`config.mk`:
```
export PLATFORM = sky130hd
export DESIGN_NAME = fpu_op_scheduler
export DESIGN_NICKNAME = d
export VERILOG_FILES = /design/src/rtl/fpu_ctrl_pkg.sv /design/src/rtl/fpu_op_scheduler.sv
export SDC_FILE = /design/constraint.sdc
export NUM_CORES = 1
export LEC_CHECK = 0
export ABC_AREA = 1
export CAP_MARGIN = 10
export CELL_PAD_IN_SITES_DETAIL_PLACEMENT = 2
export CELL_PAD_IN_SITES_GLOBAL_PLACEMENT = 2
export CORE_MARGIN = 1.5
export CORE_UTILIZATION = 18
export DETAILED_ROUTE_END_ITERATION = 10
export PLACE_DENSITY = 0.84
export SETUP_SLACK_MARGIN = 0.15
export SKIP_LAST_GASP = 1
export SLEW_MARGIN = 0
export SYNTH_ARGS = -nofsm -noshare
export SYNTH_HDL_FRONTEND = slang
export SYNTH_SLANG_ARGS = --single-unit
```
`constraint.sdc`:
```
create_clock -name clk -period 1.27 [get_ports clk]
set_input_delay 0.254 -clock clk [delete_from_list [all_inputs] [get_ports clk]]
set_output_delay 0.254 -clock clk [all_outputs]
set_load 0.02 [all_outputs]
```
`src/rtl/fpu_ctrl_pkg.sv`:
```
// Shared opcode and state definitions for the FPU op scheduler.
// Imported by the scheduler and the top-level FPU wrapper.
package fpu_ctrl_pkg;

  localparam logic [1:0] OP_ADD = 2'b00;
  localparam logic [1:0] OP_MUL = 2'b01;
  localparam logic [1:0] OP_DIV = 2'b10;
  localparam logic [1:0] OP_BAD = 2'b11;

  typedef enum logic [2:0] {
    IDLE,
    EXEC,
    DIV_START,
    DIV_WAIT,
    RESP
  } sched_state_t;

endpackage

```
`src/rtl/fpu_op_scheduler.sv`:
```
// Sequences one op at a time onto the shared qadd/qmult/qdiv units
// and returns the captured result over a valid/ready response channel.
module fpu_op_scheduler
  import fpu_ctrl_pkg::*;
#(
  parameter int N           = 32,
  parameter int DIV_TIMEOUT = 64
) (
  input  logic         clk,
  input  logic         rst_n,
  input  logic         req_valid,
  output logic         req_ready,
  input  logic [1:0]   req_opcode,
  input  logic [N-1:0] req_a,
  input  logic [N-1:0] req_b,
  output logic [N-1:0] op_a,
  output logic [N-1:0] op_b,
  input  logic [N-1:0] add_c,
  input  logic [N-1:0] mul_c,
  output logic         div_start,
  input  logic         div_done,
  input  logic [N-1:0] div_q,
  output logic         rsp_valid,
  input  logic         rsp_ready,
  output logic [N-1:0] rsp_result,
  output logic         rsp_err,
  output logic         busy
);

  localparam int CW = $clog2(DIV_TIMEOUT) + 1;
  localparam logic [CW-1:0] CNT_LAST = CW'(DIV_TIMEOUT - 1);
  localparam logic [CW-1:0] CNT_MAX  = '1;

  sched_state_t state, state_nx;
  logic [1:0]    opc;
  logic [CW-1:0] cnt;

  always_comb begin
    state_nx = state;
    unique case (state)
      IDLE: begin
        if (req_valid) begin
          unique case (1'b1)
            (req_opcode == OP_DIV): state_nx = DIV_START;
            (req_opcode == OP_BAD): state_nx = RESP;
            default:                state_nx = EXEC;
          endcase
        end
      end
      EXEC:      state_nx = RESP;
      DIV_START: state_nx = DIV_WAIT;
      DIV_WAIT: begin
        if (div_done || cnt == CNT_LAST)
          state_nx = RESP;
      end
      RESP: begin
        if (rsp_ready)
          state_nx = IDLE;
      end
      default: state_nx = IDLE;
    endcase
  end

  always_ff @(posedge clk) begin
    if (!rst_n) begin
      state      <= IDLE;
      op_a       <= '0;
      op_b       <= '0;
      opc        <= OP_ADD;
      cnt        <= '0;
      rsp_result <= '0;
      rsp_err    <= 1'b0;
    end else begin
      state <= state_nx;
      unique case (state)
        IDLE: begin
          if (req_valid) begin
            op_a <= req_a;
            op_b <= req_b;
            opc  <= req_opcode;
            if (req_opcode == OP_BAD) begin
              rsp_result <= '0;
              rsp_err    <= 1'b1;
            end
          end
        end
        EXEC: begin
          rsp_result <= (opc == OP_MUL) ? mul_c : add_c;
          rsp_err    <= 1'b0;
        end
        DIV_START: cnt <= '0;
        DIV_WAIT: begin
          // done wins over a timeout landing on the same cycle
          if (div_done) begin
            rsp_result <= div_q;
            rsp_err    <= 1'b0;
          end else if (cnt == CNT_LAST) begin
            rsp_result <= '0;
            rsp_err    <= 1'b1;
          end else if (cnt != CNT_MAX) begin
            cnt <= cnt + 1'b1;
          end
        end
        default: ;
      endcase
    end
  end

  assign req_ready = (state == IDLE);
  assign busy      = (state != IDLE);
  assign div_start = (state == DIV_START);
  assign rsp_valid = (state == RESP);

endmodule
```
==> summary.md <==
| Metric | Value |
|---|---|
| Die extent in x | 169.0 um |
| Leakage | 4.794 nW |
| Min-Delay Path Class | input pin to flop |
| Avg Cell Area, Syn | 6.877 um^2 |
| Placer congestion estimate | 0.7779 |
| Final hold vios | 0 |
| Die span in y | 169.0 um |
| Largest cells by area after synthesis | dfxtp_1 44%, nand2_1 18%, a21oi_1 12%, nand3_1 7.2%, nor2_1 4.6% |
| Grt total ovfl | 0 |
| Pwr Density | 1119 nW/um^2 |
| CP Capture Type | flop |
| IO Count | 268 |
| Synth Register Bits | 109 |
| DRT Pass-1 Iters | 4 |
| Syn-to-layout area delta | 123.7% |
| Yosys top cell area share | 0.4401 |
| CTS Sinks | 109 |
| Critical Path AT | 1880 ps |
| Layout cells sized above 1 | 0.5296 |
| Clock Pin Slew Worst Setup and Hold Paths | 80 ps |
| Num CTS Buffers | 9 |
| Fin worst setup slack | -345.4 ps |
| Hold path depth | 4 |
| Ys flop type | dfxtp_1 |
| Fraction of registers with async set/reset | 0 |
| Syn nets | 889 |
| Worst VDD drop | 0.0005707 V |
| DR iter-0 viols | 194 |
| Number of distinct library cells after synthesis | 27 |
| DIE AREA | 28550 um^2 |
| Fin crit share | 1.272 |
| Final Skew | 16.44 ps |
| First-pass GRT wire length | 37530 um |
| Core Rows | 60 |
| Fmax | 619.0 MHz |
| Min cycle time layout | 1615 ps |
| WL per Instance | 21.51 um |
| Clock buffer depth | 2 |
| Post-CTS Hold Fix Bufs | 0 |
| Fin util | 0.4105 |
| NumNets Final | 1263 |
| Syn Inst Count | 721 |
| Total number of H-tree levels | 3 |
| Unrepaired setup endpoints after global routing | true |
| Type of origin of the critical path | flop |
| DRT Wirelength | 30970 um |
| Worst reg2reg path depth | 10 |
| Worst-path maximum fanout | 9 |
| Leading area contributor after synthesis | dfxtp_1 |
| Worst EP required | 1530 ps |
| Initial Util | 0.1835 |
| Largest net degree at the start of global routing | 32 |
| Antenna cells | 0 |
| Max-cap violations | 0 |
| Post-Syn Area | 4959 um^2 |
| GRT Resource Usage Total | 0.1701 |
| Seq/Total Area, Yosys | 0.4401 |
| Post-synth EDFFs | 0 |
| Final antenna-violating net count | 0 |
| Via-to-Cell Ratio | 4.553 |
| Skew-Pair Late Insertion Delay | 360 ps |
| Post-route setup TNS | -25760 ps |
| YS warnings | 0 |
| Status | finished, violations left |
| Number of I/O port buffers | 267 |
| FILL cells | 2904 |
| Worst relative slew slack | 0.6526 |
| Worst Tran Pin Value | 521.0 ps |
| DR DRC count | 0 |
| Max-slew violations | 0 |
| Top post-synthesis cells by count | 234 x nand2_1, 119 x a21oi_1, 109 x dfxtp_1, 71 x nand3_1, 61 x nor2_1 |
| Vias | 6556 |
| Clock root buffer | clkbuf_16 |
| Vias in the first global route | 6691 |
| Setup Crit Path Kind | flop to flop |
| Top-count cell post-synth | nand2_1 |
| Violated checks | setup timing |
| Post-DP HPWL | 17860 um |
| CTS tree | built |
| Initial antenna violation count | 1 |
| # setup viols final | 113 |
| Core ar. | 27030 um^2 |
## what timing repair did
action,CTS,global route
gates resized for setup,572,406
buffers inserted,11,60
pin swaps,10,56
endpoints found under the setup margin,210,192
cloned,5,13
## layout make-up
type | count | area [um^2] | share of cell area
multi-input combinational | 527 | 3528 | 0.3181
clock buffer | 9 | 225.2 | 0.02030
tap | 341 | 426.7 | 0.03846
inverter | 34 | 153.9 | 0.01387
timing repair buffer | 414 | 4340 | 0.3913
sequential | 109 | 2330 | 0.2100
clock inverter | 6 | 88.84 | 0.008008
## layout by cell type (no fill, tap or decap), types with 3 or more instances in the layout
master	netlist	layout
o21ai_0	12	9
nor2_1	61	53
buf_6	9	67
nor2_2	4	8
nand2_1	234	138
inv_4	1	5
a21oi_1	119	44
nand3_2	1	12
o21a_1	3	3
clkbuf_16	0	18
nor2_4	0	4
nand2_2	5	18
dfxtp_1	109	13
nand2_4	1	81
nand2_8	0	4
inv_1	32	26
nand3_4	1	5
dfxtp_2	0	85
a21oi_2	0	75
o21ai_1	5	6
buf_12	0	19
nand3_1	71	56
clkdlybuf4s50_1	0	165
buf_4	8	143
dfxtp_4	0	11
buf_16	0	8
## flip-flops by register name, indices dropped and copies added (netlist names)
| register | count |
|---|---|
| rsp_err | 1 |
| op_b | 32 |
| state | 3 |
| opc | 2 |
| op_a | 32 |
| cnt | 7 |
| rsp_result | 32 |
## per-layer routing
layer  GRT usage  up-vias  wire length [um]
met5           0        -                13
met4     0.03655        2               889
met3     0.06243       39              2229
met2      0.3108      240             16310
met1      0.1875     3200             11530
li1            -     3075                 -
## power breakdown
part           total [mW]  switching, mW  internal (mW)
sequential           4.03          0.265           3.76
clock                3.21           1.48           1.73
combinational        5.18           2.57           2.61
total                12.4           4.32           8.10
## final timing paths
path | from | endpoint | slack [ps]
max | state[2]$_SDFFE_PN0P_ | rsp_result[29]$_SDFFE_PN0P_ | -350
min | req_valid | opc[1]$_SDFFE_PN0P_ | 400
max reg2reg | state[2]$_SDFFE_PN0P_ | rsp_result[29]$_SDFFE_PN0P_ | -350
min reg2reg | op_a[12]$_SDFFE_PN0P_ | op_a[12]$_SDFFE_PN0P_ | 460
## cells by family (layout without fill, tap and decap cells)
kind of cell | Yosys count | after routing | share of synthesized area
AND/OR/NAND/NOR | 382 | 383 | 0.3217
AO/OA/AOI/OAI | 143 | 143 | 0.1474
flip-flops | 109 | 109 | 0.4401
buffers and inverters | 86 | 463 | 0.08832
adder cells (fa/ha/maj) | 1 | 1 | 0.002523
## per-stage QoR
step                      std cells  power (mW)  hold WS (ps)  setup slack, ps  instance area, um^2
after floorplan                 721       5.561         397.0           -30.28                 5060
after global placement         1336       7.183         442.5           -373.8                 8432
after detailed placement       1336       7.280         451.2           -447.4                 8432
after CTS                      1367       10.72         374.3           -226.1                 8937
after global routing           1440       12.98         395.3           -421.2                11090
final                          1440       12.42         403.3           -345.4                11090
## worst max-delay path: stages, from the launching register on
cell and delay (ps):
dfxtp_2 350, inv_4 70, buf_6 130, nand3_4 100, nor2_4 150, nand2_4 80, nand3_4 100, buf_4 150
buf_16 120, nand2_1 60, a21oi_1 190
(Power assumes the default switching activity.)
